## src/rtl/div_arb_pkg.sv

```systemverilog
// div_arb_pkg: shared types and constants for the divider arbiter.
package div_arb_pkg;

  localparam int DATA_W = 32;
  localparam int SIGN_BIT = 31;
  localparam logic [30:0] DZ_SAT = 31'h7FFFFFFF;

  typedef enum logic [2:0] {
    IDLE,
    ISSUE,
    WAIT_HI,
    WAIT_LO,
    RESP
  } state_t;

endpackage

```

## src/rtl/div_arbiter_rr.sv

```systemverilog
// rr_arbiter: combinational round-robin pick starting at ptr.
module rr_arbiter #(
  parameter  int N  = 4,
  localparam int IW = $clog2(N)
) (
  input  logic [N-1:0]  req,
  input  logic [IW-1:0] ptr,
  output logic [N-1:0]  gnt,
  output logic [IW-1:0] idx
);

  // Scan from farthest to nearest so the nearest hit wins.
  always_comb begin
    gnt = '0;
    idx = '0;
    for (int k = N - 1; k >= 0; k--) begin
      if (req[(int'(ptr) + k) % N]) begin
        gnt = '0;
        gnt[(int'(ptr) + k) % N] = 1'b1;
        idx = IW'((int'(ptr) + k) % N);
      end
    end
  end

endmodule

```

## src/rtl/div_arbiter.sv

```systemverilog
// div_arbiter: round-robin sequencer sharing one iterative divider.
// Optional DIV_ARB_DIVZERO_EN answers zero divisors without the divider.
module div_arbiter
  import div_arb_pkg::*;
#(
  parameter int N_REQ = 4,
  parameter int TAG_W = 4
) (
  input  logic                      clk,
  input  logic                      rst,
  input  logic [N_REQ-1:0]          req_valid,
  output logic [N_REQ-1:0]          req_ready,
  input  logic [N_REQ*DATA_W-1:0]   req_x,
  input  logic [N_REQ*DATA_W-1:0]   req_y,
  input  logic [N_REQ*TAG_W-1:0]    req_tag,
  output logic [N_REQ-1:0]          rsp_valid,
  input  logic [N_REQ-1:0]          rsp_ready,
  output logic [DATA_W-1:0]         rsp_z,
  output logic [DATA_W-1:0]         rsp_r,
  output logic [TAG_W-1:0]          rsp_tag,
  output logic                      rsp_dz,
  output logic                      div_start,
  output logic [DATA_W-1:0]         div_x,
  output logic [DATA_W-1:0]         div_y,
  input  logic                      div_busy,
  input  logic [DATA_W-1:0]         div_z,
  input  logic [DATA_W-1:0]         div_r
);

  localparam int IW = $clog2(N_REQ);

  state_t state, nstate;

  logic [IW-1:0]     ptr, g, pick;
  logic [N_REQ-1:0]  gnt;
  logic [DATA_W-1:0] x_q, y_q, z_q, r_q;
  logic [TAG_W-1:0]  tag_q;
  logic [DATA_W-1:0] sel_x, sel_y;
  logic [TAG_W-1:0]  sel_tag;
  logic              acc;

  rr_arbiter #(.N(N_REQ)) u_arb (
    .req (req_valid),
    .ptr (ptr),
    .gnt (gnt),
    .idx (pick)
  );

  assign sel_x   = req_x[int'(pick)*DATA_W +: DATA_W];
  assign sel_y   = req_y[int'(pick)*DATA_W +: DATA_W];
  assign sel_tag = req_tag[int'(pick)*TAG_W +: TAG_W];

`ifdef DIV_ARB_DIVZERO_EN
  logic dz_hit, dz_q;
  assign dz_hit = ~|sel_y[SIGN_BIT-1:0];
  assign rsp_dz = dz_q;

  always_ff @(posedge clk or posedge rst) begin
    if (rst) dz_q <= 1'b0;
    else if (acc) dz_q <= dz_hit;
  end
`else
  assign rsp_dz = 1'b0;
`endif

  always_comb begin
    nstate    = state;
    div_start = 1'b0;
    acc       = 1'b0;
    unique case (state)
      IDLE: begin
        if (|req_valid) begin
          acc    = 1'b1;
          nstate = ISSUE;
`ifdef DIV_ARB_DIVZERO_EN
          if (dz_hit) nstate = RESP;
`endif
        end
      end
      ISSUE: begin
        div_start = 1'b1;
        nstate    = WAIT_HI;
      end
      WAIT_HI: if (div_busy) nstate = WAIT_LO;
      WAIT_LO: if (!div_busy) nstate = RESP;
      RESP:    if (rsp_ready[g]) nstate = IDLE;
      default: nstate = IDLE;
    endcase
  end

  always_ff @(posedge clk or posedge rst) begin
    if (rst) begin
      state <= IDLE;
      ptr   <= '0;
      g     <= '0;
      x_q   <= '0;
      y_q   <= '0;
      z_q   <= '0;
      r_q   <= '0;
      tag_q <= '0;
    end else begin
      state <= nstate;
      if (acc) begin
        g     <= pick;
        x_q   <= sel_x;
        y_q   <= sel_y;
        tag_q <= sel_tag;
`ifdef DIV_ARB_DIVZERO_EN
        if (dz_hit) begin
          z_q <= {sel_x[SIGN_BIT] ^ sel_y[SIGN_BIT], DZ_SAT};
          r_q <= sel_x;
        end
`endif
      end
      if (state == WAIT_LO && !div_busy) begin
        z_q <= div_z;
        r_q <= div_r;
      end
      if (state == RESP && rsp_ready[g])
        ptr <= (g == IW'(N_REQ - 1)) ? '0 : g + 1'b1;
    end
  end

  // Reset must also mask the combinational grant.
  assign req_ready = (state == IDLE && !rst) ? gnt : '0;
  assign rsp_valid = (state == RESP) ? (N_REQ'(1) << g) : '0;
  assign rsp_z     = z_q;
  assign rsp_r     = r_q;
  assign rsp_tag   = tag_q;
  assign div_x     = x_q;
  assign div_y     = y_q;

endmodule
```

## config.mk

```make
export PLATFORM = sky130hd
export DESIGN_NAME = div_arbiter
export DESIGN_NICKNAME = d
export VERILOG_FILES = /design/src/rtl/div_arb_pkg.sv /design/src/rtl/div_arbiter_rr.sv /design/src/rtl/div_arbiter.sv
export SDC_FILE = /design/constraint.sdc
export NUM_CORES = 1
export LEC_CHECK = 0
export ABC_AREA = 1
export CAP_MARGIN = 20
export CORE_AREA = 4 4 190 192
export DETAILED_ROUTE_END_ITERATION = 6
export DIE_AREA = 0 0 194 196
export SLEW_MARGIN = 25
export SYNTH_ARGS = -nofsm -noshare
export SYNTH_HDL_FRONTEND = slang
export SYNTH_SLANG_ARGS = --single-unit
```

## constraint.sdc

```tcl
create_clock -name clk -period 5.5 [get_ports clk]
set_input_delay 0.825 -clock clk [delete_from_list [all_inputs] [get_ports clk]]
set_output_delay 0.825 -clock clk [all_outputs]
set_load 0.03 [all_outputs]
```

==> reports/results.ini <==
[clock_tree]
max-clock-path-buffers=2
worstSkewPairLatency_ns=0.43
cts_sinks=139
cts_tree=built
cts_resized=0
cts_made_buffers=17
hold_buffers=0
cts_max_level=4
path_clk_slew_ns=0.06
clockRootBuffer=clkbuf_16
cts_post_setup_buffers_inserted=0

[timing]
timing.final.crit_share_pct=71.74
hold_viol=0
slew_viol_final=0
period_needed_ns=3.946
fin_skew_ns=0.006278
rsz0062_at_grt=no
fmax_mhz=253.4
slew_headroom_pct=43.13
tightest_slew_ns=0.8452
finalSetupViolations=0
finalWorstSetupSlack_ns=1.554
setup_tns_ns=0

[placed_design]
pre_cts_slack_ns=1.687
place.gp.congestion=0.9206
place_area_um2=14090
port-buffer-count=487
hpwl_um=28500

[final_layout]
layout.nets=2036
final_util_pct=42.61
diodes=0
area_growth_pct=63.08
fillers=3474
drive_gt1_share_pct=7.401
final_common_cell=clkdlybuf4s50_1
final_cell_mix=clkdlybuf4s50_1, nand2_1, inv_1
fin_area_um2=14650

[detailed_routing]
drt_first_pass_iters=7
detail-route-antenna-nets=0
first_iter_violations=496
route.vias.total=9589
vias_per_cell=4.472
wl_per_cell_um=17.59
drt-total-wl_um=37710
drc=0

[run]
drv_cap=0

[worst_setup_path]
arrival_ns=3.12
crit_chain=inv_4 > ha_1 > inv_1 > nand2_1 > nand2_1 > nand2_2 > o21ai_0 > o21ai_0 > nand2_1 > nand2_1 > a21oi_1 > clkdlybuf4s50_1
cpPeakStageDelay_ns=0.69
end_kind=output port
crit_fanout=12
crit_type=reg -> out
cp.required_ns=4.68
critPathLaunchType=flop
crit_family=buffers and inverters
crit_top_cell=nand2_1
cp_num_buf_inv=3
worst_path_max_delay_cell=clkdlybuf4s50_1

[die]
fp.dieArea_um2=38020
coreArea_um2=34370
die_w_um=194
initial_core_util_pct=26.13
die_height_um=196
row_count=68
io_pins=489

[logic_synthesis]
synth_area_um2=8981
synth.avg_cell_area_um2=7.249
synth_seq_cells=139
ys_seq_area_share_pct=38.73
synth_nets=1597
ys_types=32
yosysWarnings=0
syn_inst=1239

[global_route]
grt_pass1_wl_um=56900
grt.overflow.total=0
grtUsageTotal_pct=19.08
grt_pass1_vias=9595
grt_start_max_net_pins=104
antenna_found_initial=2

[power]
ir_drop_v=0.0005226
leakage_uw=0.007141
power.density_nw_per_um2=644.3
total_power_uw=9437

[worst_hold_path]
worstHoldPathType=reg -> reg

[status]
status=complete, no violations

[through the flow]
| stage | hold WS [ns] | cells |
|---|---|---|
| 2_1_floorplan | 0.5533 | 1239 |
| 3_3_place_gp | 0.4621 | 2114 |
| 3_5_place_dp | 0.4642 | 2114 |
| 4_1_cts | 0.4816 | 2144 |
| 5_1_grt | 0.4949 | 2144 |
| 6_report | 0.4755 | 2144 |
[final cells by class]
type / count / area (um2) / share of cell area, %
flip-flops and latches: 139 / 3478 / 23.75
well taps: 455 / 569.3 / 3.887
clock buffers: 19 / 432.9 / 2.956
multi-input cells: 803 / 4245 / 28.99
clock inverters: 11 / 122.6 / 0.8372
repair buffers: 497 / 4962 / 33.88
inverters: 220 / 835.8 / 5.706
[sequential cells by signal, summed over array words and instances, names as in the netlist]
signal   flops
div_y       32
g            2
state        3
rsp_r       32
rsp_z       32
ptr          2
div_x       32
rsp_tag      4
[synth_stat cells (all sizes together)]
master / instances / area share (%)
a21oi: 6 / 0.33
a31oi: 1 / 0.070
buf: 61 / 4.3
clkbuf: 16 / 0.67
conb: 1 / 0.042
dfrtp: 139 / 39
ha: 11 / 1.5
inv: 220 / 9.2
mux2: 64 / 8.0
nand2: 410 / 18
nand3: 192 / 11
nand3b: 56 / 4.7
nand4: 1 / 0.070
nor2: 15 / 0.65
nor3: 3 / 0.17
nor4: 1 / 0.070
o211ai: 25 / 2.1
o21ai: 14 / 0.78
o21bai: 1 / 0.084
o22a: 1 / 0.098
o22ai: 1 / 0.070
[worst reg2reg max path, delay by kind of cell (launching register included)]
family                   cells  cell delay, ns
buffers and inverters        4            0.87
flip-flops                   1            0.66
adder cells (fa/ha/maj)      1            0.35
AND/OR/NAND/NOR             11            1.53
[power by group]
group / switching [uW] / internal [uW]
clock network: 466 / 662
registers: 329 / 1560
logic: 4070 / 2350
[cells by family after synthesis]
logic type / after synthesis / share of synthesized area (%)
and+or+nand+nor: 678 / 33.98
buffers and inverters: 297 / 14.17
DFF: 139 / 38.73
muxes: 64 / 8.025
AOI/OAI and AO/OA: 49 / 3.525
adders and majority gates: 11 / 1.532
other: 1 / 0.04175
[final timing paths]
| path | depth (start not counted) | slack (ns) | startpoint | endpoint |
|---|---|---|---|---|
| setup / recovery | 12 | 1.55 | ptr[0]$_DFFE_PP0P_ | req_ready[3] |
| hold / removal | 2 | 0.48 | div_y[13]$_DFFE_PP0P_ | div_y[13]$_DFFE_PP0P_ |
| setup reg to reg | 16 | 1.98 | ptr[0]$_DFFE_PP0P_ | div_y[17]$_DFFE_PP0P_ |
| hold reg to reg | 2 | 0.48 | div_y[13]$_DFFE_PP0P_ | div_y[13]$_DFFE_PP0P_ |
| max in group asynchronous | 3 | 3.43 | rst | div_x[7]$_DFFE_PP0P_ |
| min in group asynchronous | 2 | 0.94 | rst | rsp_z[22]$_DFFE_PP0P_ |
[per-layer routing]
metal  global-route usage, %  up-vias  routed length, um
met5                       0        -                 17
met4                   5.885        2                970
met3                   5.169       50               2303
met2                   32.32      317              18880
met1                   23.83     4492              15540
li1                        -     4728                  -
(Power assumes the default switching activity.)
